File: src/rtl/pipe_control_unit.sv
// pipe_control_unit
//   Decodes the ID-stage instruction into a control bundle and carries it
//   through the ID/EX, EX/MEM and MEM/WB registers. Detects load-use hazards,
//   applies branch/jump flushes and a global hold, produces EX operand
//   forwarding selects and keeps saturating stall/flush event counters.
//
// Ports
//   clk, rst                 clock, synchronous active-high reset
//   hold                     freeze every register and counter
//   id_valid, id_opcode, id_funct3, id_funct7, id_rs1, id_rs2, id_rd
//                            ID-stage instruction
//   ex_redirect              branch taken / jump resolved in EX
//   stall, flush, id_illegal combinational hazard / decode status
//   ex_*, mem_*, wb_*        pipeline register contents
//   fwd_a, fwd_b             EX operand source: 00 regfile, 10 EX/MEM, 01 MEM/WB
//   stall_cnt, flush_cnt     saturating event counters
module pipe_control_unit #(
    parameter int unsigned REG_AW = 5,
    parameter int unsigned CNT_W  = 16,
    parameter int unsigned EN_FWD = 1
) (
    input  logic              clk,
    input  logic              rst,
    input  logic              hold,
    input  logic              id_valid,
    input  logic [6:0]        id_opcode,
    input  logic [2:0]        id_funct3,
    input  logic [6:0]        id_funct7,
    input  logic [REG_AW-1:0] id_rs1,
    input  logic [REG_AW-1:0] id_rs2,
    input  logic [REG_AW-1:0] id_rd,
    input  logic              ex_redirect,
    output logic              stall,
    output logic              flush,
    output logic              id_illegal,
    output logic              ex_valid,
    output logic [1:0]        ex_alu_op,
    output logic              ex_alu_src,
    output logic [1:0]        ex_a_sel,
    output logic              ex_branch,
    output logic              ex_jump,
    output logic              ex_mem_read,
    output logic              ex_mem_write,
    output logic              ex_reg_write,
    output logic [1:0]        ex_wb_sel,
    output logic [REG_AW-1:0] ex_rs1,
    output logic [REG_AW-1:0] ex_rs2,
    output logic [REG_AW-1:0] ex_rd,
    output logic              mem_valid,
    output logic              mem_mem_read,
    output logic              mem_mem_write,
    output logic              mem_reg_write,
    output logic [1:0]        mem_wb_sel,
    output logic [REG_AW-1:0] mem_rd,
    output logic              wb_valid,
    output logic              wb_reg_write,
    output logic [1:0]        wb_wb_sel,
    output logic [REG_AW-1:0] wb_rd,
    output logic [1:0]        fwd_a,
    output logic [1:0]        fwd_b,
    output logic [CNT_W-1:0]  stall_cnt,
    output logic [CNT_W-1:0]  flush_cnt
);

    typedef struct packed {
        logic [1:0] alu_op;
        logic       alu_src;
        logic [1:0] a_sel;
        logic       branch;
        logic       jump;
        logic       mem_read;
        logic       mem_write;
        logic       reg_write;
        logic [1:0] wb_sel;
    } ctrl_t;

    // funct fields do not affect the control bundle in this core
    logic unused_funct;
    assign unused_funct = ^{id_funct3, id_funct7};

    ctrl_t             ex_ctrl_q, ex_ctrl_d;
    logic              ex_valid_q, ex_valid_d;
    logic [REG_AW-1:0] ex_rs1_q, ex_rs1_d, ex_rs2_q, ex_rs2_d, ex_rd_q, ex_rd_d;
    logic              mem_valid_q, mem_valid_d;
    logic              mem_mem_read_q, mem_mem_read_d;
    logic              mem_mem_write_q, mem_mem_write_d;
    logic              mem_reg_write_q, mem_reg_write_d;
    logic [1:0]        mem_wb_sel_q, mem_wb_sel_d;
    logic [REG_AW-1:0] mem_rd_q, mem_rd_d;
    logic              wb_valid_q, wb_valid_d;
    logic              wb_reg_write_q, wb_reg_write_d;
    logic [1:0]        wb_wb_sel_q, wb_wb_sel_d;
    logic [REG_AW-1:0] wb_rd_q, wb_rd_d;
    logic [CNT_W-1:0]  stall_cnt_q, stall_cnt_d, flush_cnt_q, flush_cnt_d;

    ctrl_t dec;
    logic  known, uses_rs1, uses_rs2, load_use;

    always_comb begin
        dec      = '0;
        known    = 1'b1;
        uses_rs1 = 1'b0;
        uses_rs2 = 1'b0;
        case (id_opcode)
            7'b0110011: begin dec = '{2'b10, 1'b0, 2'b00, 1'b0, 1'b0, 1'b0, 1'b0, 1'b1, 2'b00}; uses_rs1 = 1'b1; uses_rs2 = 1'b1; end
            7'b0010011: begin dec = '{2'b10, 1'b1, 2'b00, 1'b0, 1'b0, 1'b0, 1'b0, 1'b1, 2'b00}; uses_rs1 = 1'b1; end
            7'b0000011: begin dec = '{2'b00, 1'b1, 2'b00, 1'b0, 1'b0, 1'b1, 1'b0, 1'b1, 2'b01}; uses_rs1 = 1'b1; end
            7'b0100011: begin dec = '{2'b00, 1'b1, 2'b00, 1'b0, 1'b0, 1'b0, 1'b1, 1'b0, 2'b00}; uses_rs1 = 1'b1; uses_rs2 = 1'b1; end
            7'b1100011: begin dec = '{2'b01, 1'b0, 2'b00, 1'b1, 1'b0, 1'b0, 1'b0, 1'b0, 2'b00}; uses_rs1 = 1'b1; uses_rs2 = 1'b1; end
            7'b1100111: begin dec = '{2'b00, 1'b1, 2'b00, 1'b0, 1'b1, 1'b0, 1'b0, 1'b1, 2'b10}; uses_rs1 = 1'b1; end
            7'b1101111: dec = '{2'b00, 1'b1, 2'b01, 1'b0, 1'b1, 1'b0, 1'b0, 1'b1, 2'b10};
            7'b0010111: dec = '{2'b00, 1'b1, 2'b01, 1'b0, 1'b0, 1'b0, 1'b0, 1'b1, 2'b00};
            7'b0110111: dec = '{2'b00, 1'b1, 2'b10, 1'b0, 1'b0, 1'b0, 1'b0, 1'b1, 2'b00};
            default:    known = 1'b0;
        endcase
    end

    assign id_illegal = id_valid & ~known;

    assign load_use = ex_valid_q & ex_ctrl_q.mem_read & (ex_rd_q != '0) & id_valid &
                      ((uses_rs1 & (ex_rd_q == id_rs1)) | (uses_rs2 & (ex_rd_q == id_rs2)));

    // redirect wins: the consumer is squashed anyway, so it must not also stall
    assign flush = ex_redirect;
    assign stall = load_use & ~ex_redirect;

    // EX/MEM forwarding only for ALU results; loads and PC+4 are not ready there
    function automatic logic [1:0] fwd_sel(input logic [REG_AW-1:0] rs);
        if (mem_valid_q && mem_reg_write_q && (mem_rd_q != '0) && (mem_rd_q == rs) && (mem_wb_sel_q == 2'b00))
            return 2'b10;
        else if (wb_valid_q && wb_reg_write_q && (wb_rd_q != '0) && (wb_rd_q == rs))
            return 2'b01;
        else
            return 2'b00;
    endfunction

    assign fwd_a = (EN_FWD != 0) ? fwd_sel(ex_rs1_q) : 2'b00;
    assign fwd_b = (EN_FWD != 0) ? fwd_sel(ex_rs2_q) : 2'b00;

    always_comb begin
        ex_valid_d      = ex_valid_q;
        ex_ctrl_d       = ex_ctrl_q;
        ex_rs1_d        = ex_rs1_q;
        ex_rs2_d        = ex_rs2_q;
        ex_rd_d         = ex_rd_q;
        mem_valid_d     = mem_valid_q;
        mem_mem_read_d  = mem_mem_read_q;
        mem_mem_write_d = mem_mem_write_q;
        mem_reg_write_d = mem_reg_write_q;
        mem_wb_sel_d    = mem_wb_sel_q;
        mem_rd_d        = mem_rd_q;
        wb_valid_d      = wb_valid_q;
        wb_reg_write_d  = wb_reg_write_q;
        wb_wb_sel_d     = wb_wb_sel_q;
        wb_rd_d         = wb_rd_q;
        stall_cnt_d     = stall_cnt_q;
        flush_cnt_d     = flush_cnt_q;
        if (!hold) begin
            if (flush || stall || !id_valid || !known) begin
                ex_valid_d = 1'b0;
                ex_ctrl_d  = '0;
                ex_rs1_d   = '0;
                ex_rs2_d   = '0;
                ex_rd_d    = '0;
            end else begin
                ex_valid_d = 1'b1;
                ex_ctrl_d  = dec;
                ex_rs1_d   = id_rs1;
                ex_rs2_d   = id_rs2;
                ex_rd_d    = id_rd;
            end
            mem_valid_d     = ex_valid_q;
            mem_mem_read_d  = ex_ctrl_q.mem_read;
            mem_mem_write_d = ex_ctrl_q.mem_write;
            mem_reg_write_d = ex_ctrl_q.reg_write;
            mem_wb_sel_d    = ex_ctrl_q.wb_sel;
            mem_rd_d        = ex_rd_q;
            wb_valid_d      = mem_valid_q;
            wb_reg_write_d  = mem_reg_write_q;
            wb_wb_sel_d     = mem_wb_sel_q;
            wb_rd_d         = mem_rd_q;
            if (stall && (stall_cnt_q != '1)) stall_cnt_d = stall_cnt_q + CNT_W'(1);
            if (flush && (flush_cnt_q != '1)) flush_cnt_d = flush_cnt_q + CNT_W'(1);
        end
    end

    always_ff @(posedge clk) begin
        if (rst) begin
            ex_valid_q      <= 1'b0;
            ex_ctrl_q       <= '0;
            ex_rs1_q        <= '0;
            ex_rs2_q        <= '0;
            ex_rd_q         <= '0;
            mem_valid_q     <= 1'b0;
            mem_mem_read_q  <= 1'b0;
            mem_mem_write_q <= 1'b0;
            mem_reg_write_q <= 1'b0;
            mem_wb_sel_q    <= '0;
            mem_rd_q        <= '0;
            wb_valid_q      <= 1'b0;
            wb_reg_write_q  <= 1'b0;
            wb_wb_sel_q     <= '0;
            wb_rd_q         <= '0;
            stall_cnt_q     <= '0;
            flush_cnt_q     <= '0;
        end else begin
            ex_valid_q      <= ex_valid_d;
            ex_ctrl_q       <= ex_ctrl_d;
            ex_rs1_q        <= ex_rs1_d;
            ex_rs2_q        <= ex_rs2_d;
            ex_rd_q         <= ex_rd_d;
            mem_valid_q     <= mem_valid_d;
            mem_mem_read_q  <= mem_mem_read_d;
            mem_mem_write_q <= mem_mem_write_d;
            mem_reg_write_q <= mem_reg_write_d;
            mem_wb_sel_q    <= mem_wb_sel_d;
            mem_rd_q        <= mem_rd_d;
            wb_valid_q      <= wb_valid_d;
            wb_reg_write_q  <= wb_reg_write_d;
            wb_wb_sel_q     <= wb_wb_sel_d;
            wb_rd_q         <= wb_rd_d;
            stall_cnt_q     <= stall_cnt_d;
            flush_cnt_q     <= flush_cnt_d;
        end
    end

    assign ex_valid      = ex_valid_q;
    assign ex_alu_op     = ex_ctrl_q.alu_op;
    assign ex_alu_src    = ex_ctrl_q.alu_src;
    assign ex_a_sel      = ex_ctrl_q.a_sel;
    assign ex_branch     = ex_ctrl_q.branch;
    assign ex_jump       = ex_ctrl_q.jump;
    assign ex_mem_read   = ex_ctrl_q.mem_read;
    assign ex_mem_write  = ex_ctrl_q.mem_write;
    assign ex_reg_write  = ex_ctrl_q.reg_write;
    assign ex_wb_sel     = ex_ctrl_q.wb_sel;
    assign ex_rs1        = ex_rs1_q;
    assign ex_rs2        = ex_rs2_q;
    assign ex_rd         = ex_rd_q;
    assign mem_valid     = mem_valid_q;
    assign mem_mem_read  = mem_mem_read_q;
    assign mem_mem_write = mem_mem_write_q;
    assign mem_reg_write = mem_reg_write_q;
    assign mem_wb_sel    = mem_wb_sel_q;
    assign mem_rd        = mem_rd_q;
    assign wb_valid      = wb_valid_q;
    assign wb_reg_write  = wb_reg_write_q;
    assign wb_wb_sel     = wb_wb_sel_q;
    assign wb_rd         = wb_rd_q;
    assign stall_cnt     = stall_cnt_q;
    assign flush_cnt     = flush_cnt_q;

endmodule

File: config.mk
export PLATFORM = sky130hd
export DESIGN_NAME = pipe_control_unit
export DESIGN_NICKNAME = d
export VERILOG_FILES = /design/src/rtl/pipe_control_unit.sv
export SDC_FILE = /design/constraint.sdc
export NUM_CORES = 1
export LEC_CHECK = 0
export ABC_CLOCK_PERIOD_IN_PS = 4300
export BUFFER_PORTS_ARGS = -buffer_cell sky130_fd_sc_hd__buf_2
export CORE_ASPECT_RATIO = 1.1
export CORE_MARGIN = 3
export CORE_UTILIZATION = 46
export CTS_CLUSTER_SIZE = 24
export DETAILED_ROUTE_END_ITERATION = 10
export GPL_ROUTABILITY_DRIVEN = 0
export PLACE_DENSITY = 0.75
export SETUP_SLACK_MARGIN = 0.05
export SLEW_MARGIN = 20
export SYNTH_ARGS = -nofsm -noshare
export SYNTH_HDL_FRONTEND = slang
export SYNTH_SLANG_ARGS = --single-unit
File: constraint.sdc
create_clock -name clk -period 4.3 [get_ports clk]
set_input_delay 0.645 -clock clk [delete_from_list [all_inputs] [get_ports clk]]
set_output_delay 0.645 -clock clk [all_outputs]
set_load 0.01 [all_outputs]
======== After elaboration in Yosys (flattened, before gate mapping) ========
Index checks and enable logic that the tools add are counted.
storage, ports and cells
  bits in registers ....................... 80
  word-level logic and storage cells ...... 95
  input port bits ......................... 37
  output and inout port bits .............. 87
operators by class
  add/subtract/negate cells ............... 2
  bitwise logic cells ..................... 12
  eq/ne operators ......................... 17
  reduce and logical (&&, ||, !) cells .... 26
  muxes and demuxes ....................... 13
operator list
  cell                     number
  $pmux W12 S9             1
  $add A16 B1 Y16 const B  2
  $ne A16 B16 Y1 const B   2
  $eq A5 B5 Y1             6
  $eq A7 B6 Y1 const B     3
  $eq A7 B7 Y1 const B     3
  $mux W5                  3
  $reduce_bool A5 Y1       3
  $eq A7 B5 Y1 const B     2
  $logic_and A1 B1 Y1      12
  $mux W12                 1
  $reduce_or A9 Y1         1
  $and A1 B1 Y1            8
  $eq A7 B2 Y1 const B     1
  $mux W1                  6
  $reduce_or A6 Y1         1
  $mux W2                  2
  $reduce_and A2 Y1        2
  $logic_or A1 B1 Y1       3
  $not A1 Y1               3
  $reduce_or A3 Y1         1
  $logic_not A1 Y1         2
  $logic_not A2 Y1         1
  $or A1 B1 Y1             1

======== Longest topological paths before layout ========
Gate-level depths: netlist of run 1.
  word-level depth ........................ 11
  mapped depth ............................ 8
  gate-level depth less buffers ........... 6

======== Worst setup path before layout of run 1 ========
OpenSTA, ideal clock, no wires.
  path type ............................... input to output
  start ................................... in id_opcode[6]
  end ..................................... out stall
  arrival ................................. 1.913 ns
  buffers on the path ..................... 3
  setup slack ............................. 1.742 ns
  stages on the path ...................... 7
  required time ........................... 3.655 ns
  cell sequence ........................... buf_2 -> and3b_2 -> o2111ai_1 -> o22a_2 -> buf_6 -> buf_2 -> nor3_1
on the way
  word-level cells in the longest chain between the ends .. 7
  elaborated cells on any way between the ends .. 15
  classes of those cells .................. 6 x eq/ne; 2 x mux; 5 x bitwise; 2 x reduce/logical
ends and longest elaborated chain
  what                                                                   RTL line  RTL
  start: declaration                                                     26        input logic [6:0] id_opcode,
  $eq A7 B7 Y1 (tied with other cells)                                   104       case (id_opcode)
  $reduce_or A6 Y1 (no line) / $reduce_or A3 Y1 (equally long branches)  --
  $mux W1                                                                104
  $and A1 B1 Y1                                                          121       ((uses_rs1 & (ex_rd_q == id_rs1)) | (uses_rs2 & (ex_rd_q == id_rs2)));
  $or A1 B1 Y1 *                                                         121
  $and A1 B1 Y1 *                                                        120       assign load_use = ex_valid_q & ex_ctrl_q.mem_read & (ex_rd_q != '0) & id_valid &
  $and A1 B1 Y1 *                                                        125       assign stall = load_use & ~ex_redirect;
  end: declaration                                                       33        output logic stall,
Every way passes the cells marked *; elsewhere a longest branch is shown, timed or not.

======== Final worst setup path of run 1 ========
  start ................................... in id_opcode[4]
  end ..................................... out stall
Same word-level chain as after synthesis.

==> results by group, run 1 <==
Global routing
  – Remaining Overflow, GRT: 0
  – GR peak layer: met2
  – GRT Total Usage: 20.4%
  – Vias in the first global route: 3091
  – Met3 global-route usage: 3.81%
  – Largest net degree at the start of global routing: 40
  – Initial antenna violation count: 0
  – First-pass GRT wire length: 15400 um
  – Met1 Usage GRT: 26.9%
  – Met2 Track Usage GR: 34.2%

Yosys
  – Yosys top cell area share: 40.4%
  – Top-count cell post-synth: dfxtp_1
  – Post-Syn Nets: 454
  – Cell variety after synth: 54
  – Post-synth top cells: dfxtp_1 (76), nor2_1 (45), xnor2_1 (28)
  – Number of synthesized flops with an enable pin: 0
  – Ys async rst share: 0%
  – Largest area contributor in the netlist: dfxtp_1
  – Synth area leaders: dfxtp_1 (40%), xnor2_1 (6.5%), mux2i_1 (5.3%), nor2_1 (4.5%), a22o_1 (3.7%)
  – Cell Area, Synth: 3760 um^2
  – Yosys synthesis warning count: 0
  – Avg Inst Size Synth: 9.07 um^2
  – Ys flop type: dfxtp_1
  – Register area share after synthesis: 40.4%
  – Yosys reg bits: 76
  – Mapped Cells: 415

Drt
  – WL final: 9630 um
  – DR vias/cell: 5.61
  – DRC viols: 0
  – DR pass1 iterations: 4
  – Via Count: 3506
  – Wirelength per Cell: 15.4 um
  – Iter 0 DRT Violations: 148
  – Antenna Nets Post-Route: 0

Power and ir drop
  – Static leakage: 2.03 nW
  – Net Sw Frac: 22.3%
  – Combinational share of power: 5.2%
  – Sequential share of power: 51.1%
  – Clock share of power: 43.7%
  – Pwr Density: 304 nW/um^2
  – Psw: 309 uW
  – Maximum vdd drop: 0.000157 V
  – Pint: 1.08 mW

Worst setup path
  – R2R setup slack: 2.02 ns
  – Reg2reg end: ex_alu_src
  – Slowest cell on the critical path: o22a_2
  – CP Capture Type: primary output
  – WP data arrival: 2.13 ns
  – FF-to-FF Start: ex_rd[0]
  – Top delay family on crit path: compound AO/OA/AOI/OAI gates
  – Worst path depth: 6
  – Cells along the critical path: buf_2, and3b_2, o2111ai_1, o22a_2, nor3_1, buf_2
  – CP max FO: 35
  – WS Path Type: primary input to primary output
  – Buf/Inv on CP: 2
  – R2R depth: 5
  – Slowest stage delay, CP: 0.54 ns
  – Critical Path RT: 3.65 ns
  – Cell mode on critical path: buf_2
  – CP Launch Type: primary input

Cells and area
  – Number of diodes: 0
  – Post-route cell area: 4550 um^2
  – FILL cells: 718
  – Layout cell share with drive strength beyond 1: 26.9%
  – Area growth syn-to-layout: 20.8%
  – Non-Filler Instances: 625
  – Fin nets: 554

Status
  – Status: completed

Timing
  – Worst setup margin: 1.52 ns
  – Final setup violation count: 0
  – Setup tns final: 0 ns
  – Fin crit share: 64.6%
  – Max Fclk: 0.360 GHz
  – Rel. slew slack: 53.1%
  – Final Skew: 0.00732 ns
  – Tightest Pin Transition: 0.703 ns
  – Slew Viols, Final: 0
  – Min Tclk post-route: 2.78 ns
  – Hold Vio Cnt, Final: 0
  – RSZ-0062 raised after global routing: no

Clock network
  – CTS Buf Count: 9
  – Clock Tree Buf Depth: 2
  – Reg clk slew, reported paths: 0.08 ns
  – CTS root buf: clkbuf_8
  – Setup repair bufs after CTS: 0
  – CTS sink cnt: 76
  – H-tree depth: 3
  – CTS tree: yes
  – Cts repair resizes: 0
  – Hold-fix buffers, CTS: 0
  – Worst skew pair latency: 0.35 ns

Min path
  – Hold Startpoint: ex_alu_op[1]
  – Cells on Worst Hold Path: 2
  – Hold endpoint: ex_alu_op[1]
  – Worst Hold Class: register to register

Floorplanning
  – FP Rows: 33
  – Core area: 7720 um^2
  – Die H: 101 um
  – Die Wd: 92.2 um
  – Die area: 9300 um^2
  – I/O Pins: 124
  – Starting Density: 48.7%

Placement
  – Area after DPL: 4330 um^2
  – DP Wirelength: 7050 um
  – PortBufs: 113
  – Cells after DPL: 609
  – Pre-CTS setup slack: 1.54 ns

Flow run
  – Max Cap Viol: 0
-- cells by family after synthesis --
| kind of cell | share of synthesized area, % |
|---|---|
| simple gates | 23.8 |
| buf+inv | 4.79 |
| mux | 5.92 |
| flops | 40.4 |
| fa+ha+maj | 0.665 |
| compound gates | 14.7 |
| xor+xnor | 9.77 |
-- stage by stage --
stage	power [mW]	hold WS, ns	utilization (%)
floorplan	0.769	0.486	-
global placement	0.795	0.443	56.1
global route	1.43	0.495	58.9
finish	1.38	0.468	58.9
CTS	1.39	0.472	58.9
detailed placement	0.796	0.454	56.1
-- worst max-delay path by stage --
stage / startpoint / end / slack (ns)
4_1_cts: id_opcode[4] / stall / 1.54
3_5_place_dp: id_opcode[4] / ex_alu_src / 1.54
2_1_floorplan: id_opcode[6] / stall / 1.74
5_1_grt: mem_rd[1] / fwd_b[0] / 1.36
6_report: id_opcode[4] / stall / 1.52
3_3_place_gp: id_opcode[4] / stall / 1.58
-- routing by layer --
metal | up-vias | wire [um]
met5 | - | 0
met4 | 0 | 114
met3 | 13 | 606
met2 | 129 | 4600
met1 | 1644 | 4320
li1 | 1720 | -
-- sequential cells by signal, indices dropped and copies added, names as in the netlist, 2 cells and up --
signal and cells:
mem_rd 5, ex_rs1 5, flush_cnt 16, ex_rd 5
wb_wb_sel 2, ex_alu_op 2, ex_a_sel 2, mem_wb_sel 2
wb_rd 5, stall_cnt 16, ex_rs2 5
-- final cells by class --
| type | count | area (um^2) | share of cell area (%) |
|---|---|---|---|
| clock inverter | 4 | 72.6 | 1.60 |
| clock buffer | 12 | 145 | 3.19 |
| timing repair buffer | 116 | 588 | 12.9 |
| sequential | 76 | 1520 | 33.5 |
| tap | 105 | 131 | 2.89 |
| multi-input combinational | 305 | 2060 | 45.3 |
| inverter | 7 | 26.3 | 0.578 |
-- power by group through the flow --
stage               clock network [mW]  registers (mW)  logic [mW]
finish                           0.604           0.708      0.0718
floorplan                            0           0.725      0.0437
global route                     0.643           0.708      0.0788
global placement                     0           0.725      0.0703
detailed placement                   0           0.725      0.0712
CTS                              0.615           0.708      0.0716
-- tightest hold or removal path, cell delays in order, from the launching register on --
cell,delay [ns]
dfxtp_1,0.33
nand2_1,0.05
o21ai_0,0.06
-- cells in the final DEF (no fill, tap or decap), types with 7 or more instances in the layout --
cell type	n
a21oi_1	19
nor3_1	12
xor2_1	14
xnor2_1	28
o21ai_0	12
or4_1	14
dfxtp_1	76
a22o_1	16
o31ai_1	10
mux2i_1	20
nor2_1	45
buf_2	113
nand2_1	23
inv_1	7
nand4_1	14
clkbuf_8	10
nand3_1	12
Note: power is estimated with default switching activity, not from simulation.
==> run 2, diff against run 1 <==
--- a/config.mk
+++ b/config.mk
@@ -5,7 +5,7 @@
 export SDC_FILE = /design/constraint.sdc
 export NUM_CORES = 1
 export LEC_CHECK = 0
-export ABC_CLOCK_PERIOD_IN_PS = 4300
+export ABC_CLOCK_PERIOD_IN_PS = 2800
 export BUFFER_PORTS_ARGS = -buffer_cell sky130_fd_sc_hd__buf_2
 export CORE_ASPECT_RATIO = 1.1
 export CORE_MARGIN = 3
==> constraint.sdc (replaced) <==
create_clock -name clk -period 2.8 [get_ports clk]
set_input_delay 0.42 -clock clk [delete_from_list [all_inputs] [get_ports clk]]
set_output_delay 0.42 -clock clk [all_outputs]
set_load 0.01 [all_outputs]
==> run 2 against run 1 <==
Effect of this change:
- core utilization decreased by 0.47 points
- combinational power increased by 55%
- wire length increased by 2.5%
- via count barely moved
- clock skew rose by 0.0044 ns
- cell count up 0.16%
- critical path depth is 1 lower
- register-to-register slack lost 1.3 ns
==> results by group, run 2 (synthesized netlist as in run 1, its figures left out) <==
Status
  – Status: completed

Worst setup path
  – WP data arrival: 2.16 ns
  – Slowest stage delay, CP: 0.53 ns
  – CP Launch Point: mem_rd[1]
  – Slowest cell on the critical path: or4_1
  – R2R setup slack: 0.68 ns
  – Buf/Inv on CP: 1
  – CP max FO: 6
  – Top delay family on crit path: simple AND/OR/NAND/NOR gates
  – WS Path Type: register to primary output
  – Cells along the critical path: or4_1, o21ai_0, nor4_1, nor4_1, buf_2
  – FF-to-FF Start: ex_rd[0]
  – Cell mode on critical path: nor4_1
  – CP Capture Type: primary output
  – CP Launch Type: register
  – Critical Path RT: 2.38 ns

Power and ir drop
  – Net Sw Frac: 24.3%
  – Combinational share of power: 5.7%
  – Maximum vdd drop: 0.000223 V
  – Pwr Density: 429 nW/um^2
  – Sequential share of power: 56.2%
  – Clock share of power: 38.0%
  – Pint: 1.46 mW
  – Psw: 471 uW
  – Static leakage: 2.02 nW

Floorplanning
  – FP Rows: 33
  – Core area: 7720 um^2
  – Die area: 9300 um^2
  – I/O Pins: 124
  – Starting Density: 48.7%
  – Die Wd: 92.2 um
  – Die H: 101 um

Drt
  – Antenna Nets Post-Route: 0
  – Via Count: 3507
  – DRC viols: 0
  – DR pass1 iterations: 5
  – Iter 0 DRT Violations: 192
  – Wirelength per Cell: 15.8 um
  – DR vias/cell: 5.60
  – WL final: 9870 um

Timing
  – Tightest Pin Transition: 0.667 ns
  – Worst setup margin: 0.221 ns
  – Final setup violation count: 0
  – Min Tclk post-route: 2.58 ns
  – Setup tns final: 0 ns
  – Final Skew: 0.0117 ns
  – Fin crit share: 92.1%
  – Rel. slew slack: 55.2%
  – Max Fclk: 0.388 GHz
  – Hold Vio Cnt, Final: 0
  – RSZ-0062 raised after global routing: no
  – Slew Viols, Final: 0

Cells and area
  – Number of diodes: 0
  – Layout cell share with drive strength beyond 1: 27.4%
  – Commonest non-fill, non-tap cell in the layout: buf_2
  – FILL cells: 700
  – Most frequent cells in the layout: buf_2 (113), dfxtp_1 (76), nor2_1 (45), xnor2_1 (28), nand2_1 (23)
  – Area growth syn-to-layout: 19.8%
  – Fin nets: 556
  – Post-route cell area: 4510 um^2

Placement
  – DP Wirelength: 7210 um
  – Pre-CTS setup slack: 0.483 ns
  – PortBufs: 113
  – Area after DPL: 4340 um^2

Clock network
  – CTS sink cnt: 76
  – Setup repair bufs after CTS: 0
  – Cts repair resizes: 0
  – Worst skew pair latency: 0.34 ns
  – CTS root buf: clkbuf_8
  – CTS Buf Count: 9
  – Reg clk slew, reported paths: 0.08 ns
  – Clock Tree Buf Depth: 2
  – CTS tree: yes
  – Hold-fix buffers, CTS: 0
  – H-tree depth: 3

Global routing
  – First-pass GRT wire length: 16000 um
  – Vias in the first global route: 3264
  – Initial antenna violation count: 0
  – Largest net degree at the start of global routing: 39
  – GRT Total Usage: 21.2%
  – Remaining Overflow, GRT: 0

Min path
  – Worst Hold Class: primary input to register
  – Hold Startpoint: id_rd[0]

Flow run
  – Max Cap Viol: 0
-- run 2: cell type report --
type	instances	area [um^2]	area share, %
Sequential cell	76	1520	33.7
Multi-Input combinational cell	305	2060	45.7
Clock inverter	5	28.8	0.638
Clock buffer	10	138	3.05
Tap cell	105	131	2.91
Timing Repair Buffer	118	603	13.4
Inverter	7	26.3	0.583
-- run 2: worst reg2reg max path: stages (launching register included) --
cell      delay (ns)
dfxtp_1         0.54
xnor2_1         0.17
nand4_1         0.13
o22a_2          0.44
o2111a_1        0.32
buf_4           0.20
a22o_1          0.22
-- run 2: power by group through the flow --
| stage | Clock (mW) | Combinational [mW] | Sequential (mW) |
|---|---|---|---|
| after detailed placement | 0 | 0.110 | 1.11 |
| after floorplan | 0 | 0.0672 | 1.11 |
| final | 0.735 | 0.111 | 1.09 |
| after CTS | 0.746 | 0.111 | 1.09 |
| after global routing | 0.799 | 0.123 | 1.09 |
| after global placement | 0 | 0.109 | 1.11 |
-- run 2: metrics by stage --
step | power [mW] | hold WS (ns) | util [%] | cells
after floorplan | 1.18 | 0.486 | - | 415
after global placement | 1.22 | 0.443 | 56.3 | 611
after detailed placement | 1.22 | 0.451 | 56.3 | 611
after CTS | 1.94 | 0.283 | 58.4 | 626
after global routing | 2.01 | 0.288 | 58.4 | 626
final | 1.93 | 0.298 | 58.4 | 626
-- run 2: path summary, 6_finish.rpt --
path                  end  depth (start not counted)
max reg2reg    ex_alu_src                          6
min              ex_rd[0]                          2
min reg2reg  ex_alu_op[1]                          2
max              fwd_a[0]                          5
-- run 2: routing by layer --
metal  track usage, %  up-vias  wire, um
met3             4.56       15       586
met5                0        -         0
met2             35.4      115      4740
met1             27.5     1659      4410
li1                 -     1718         -
met4             6.40        0       131
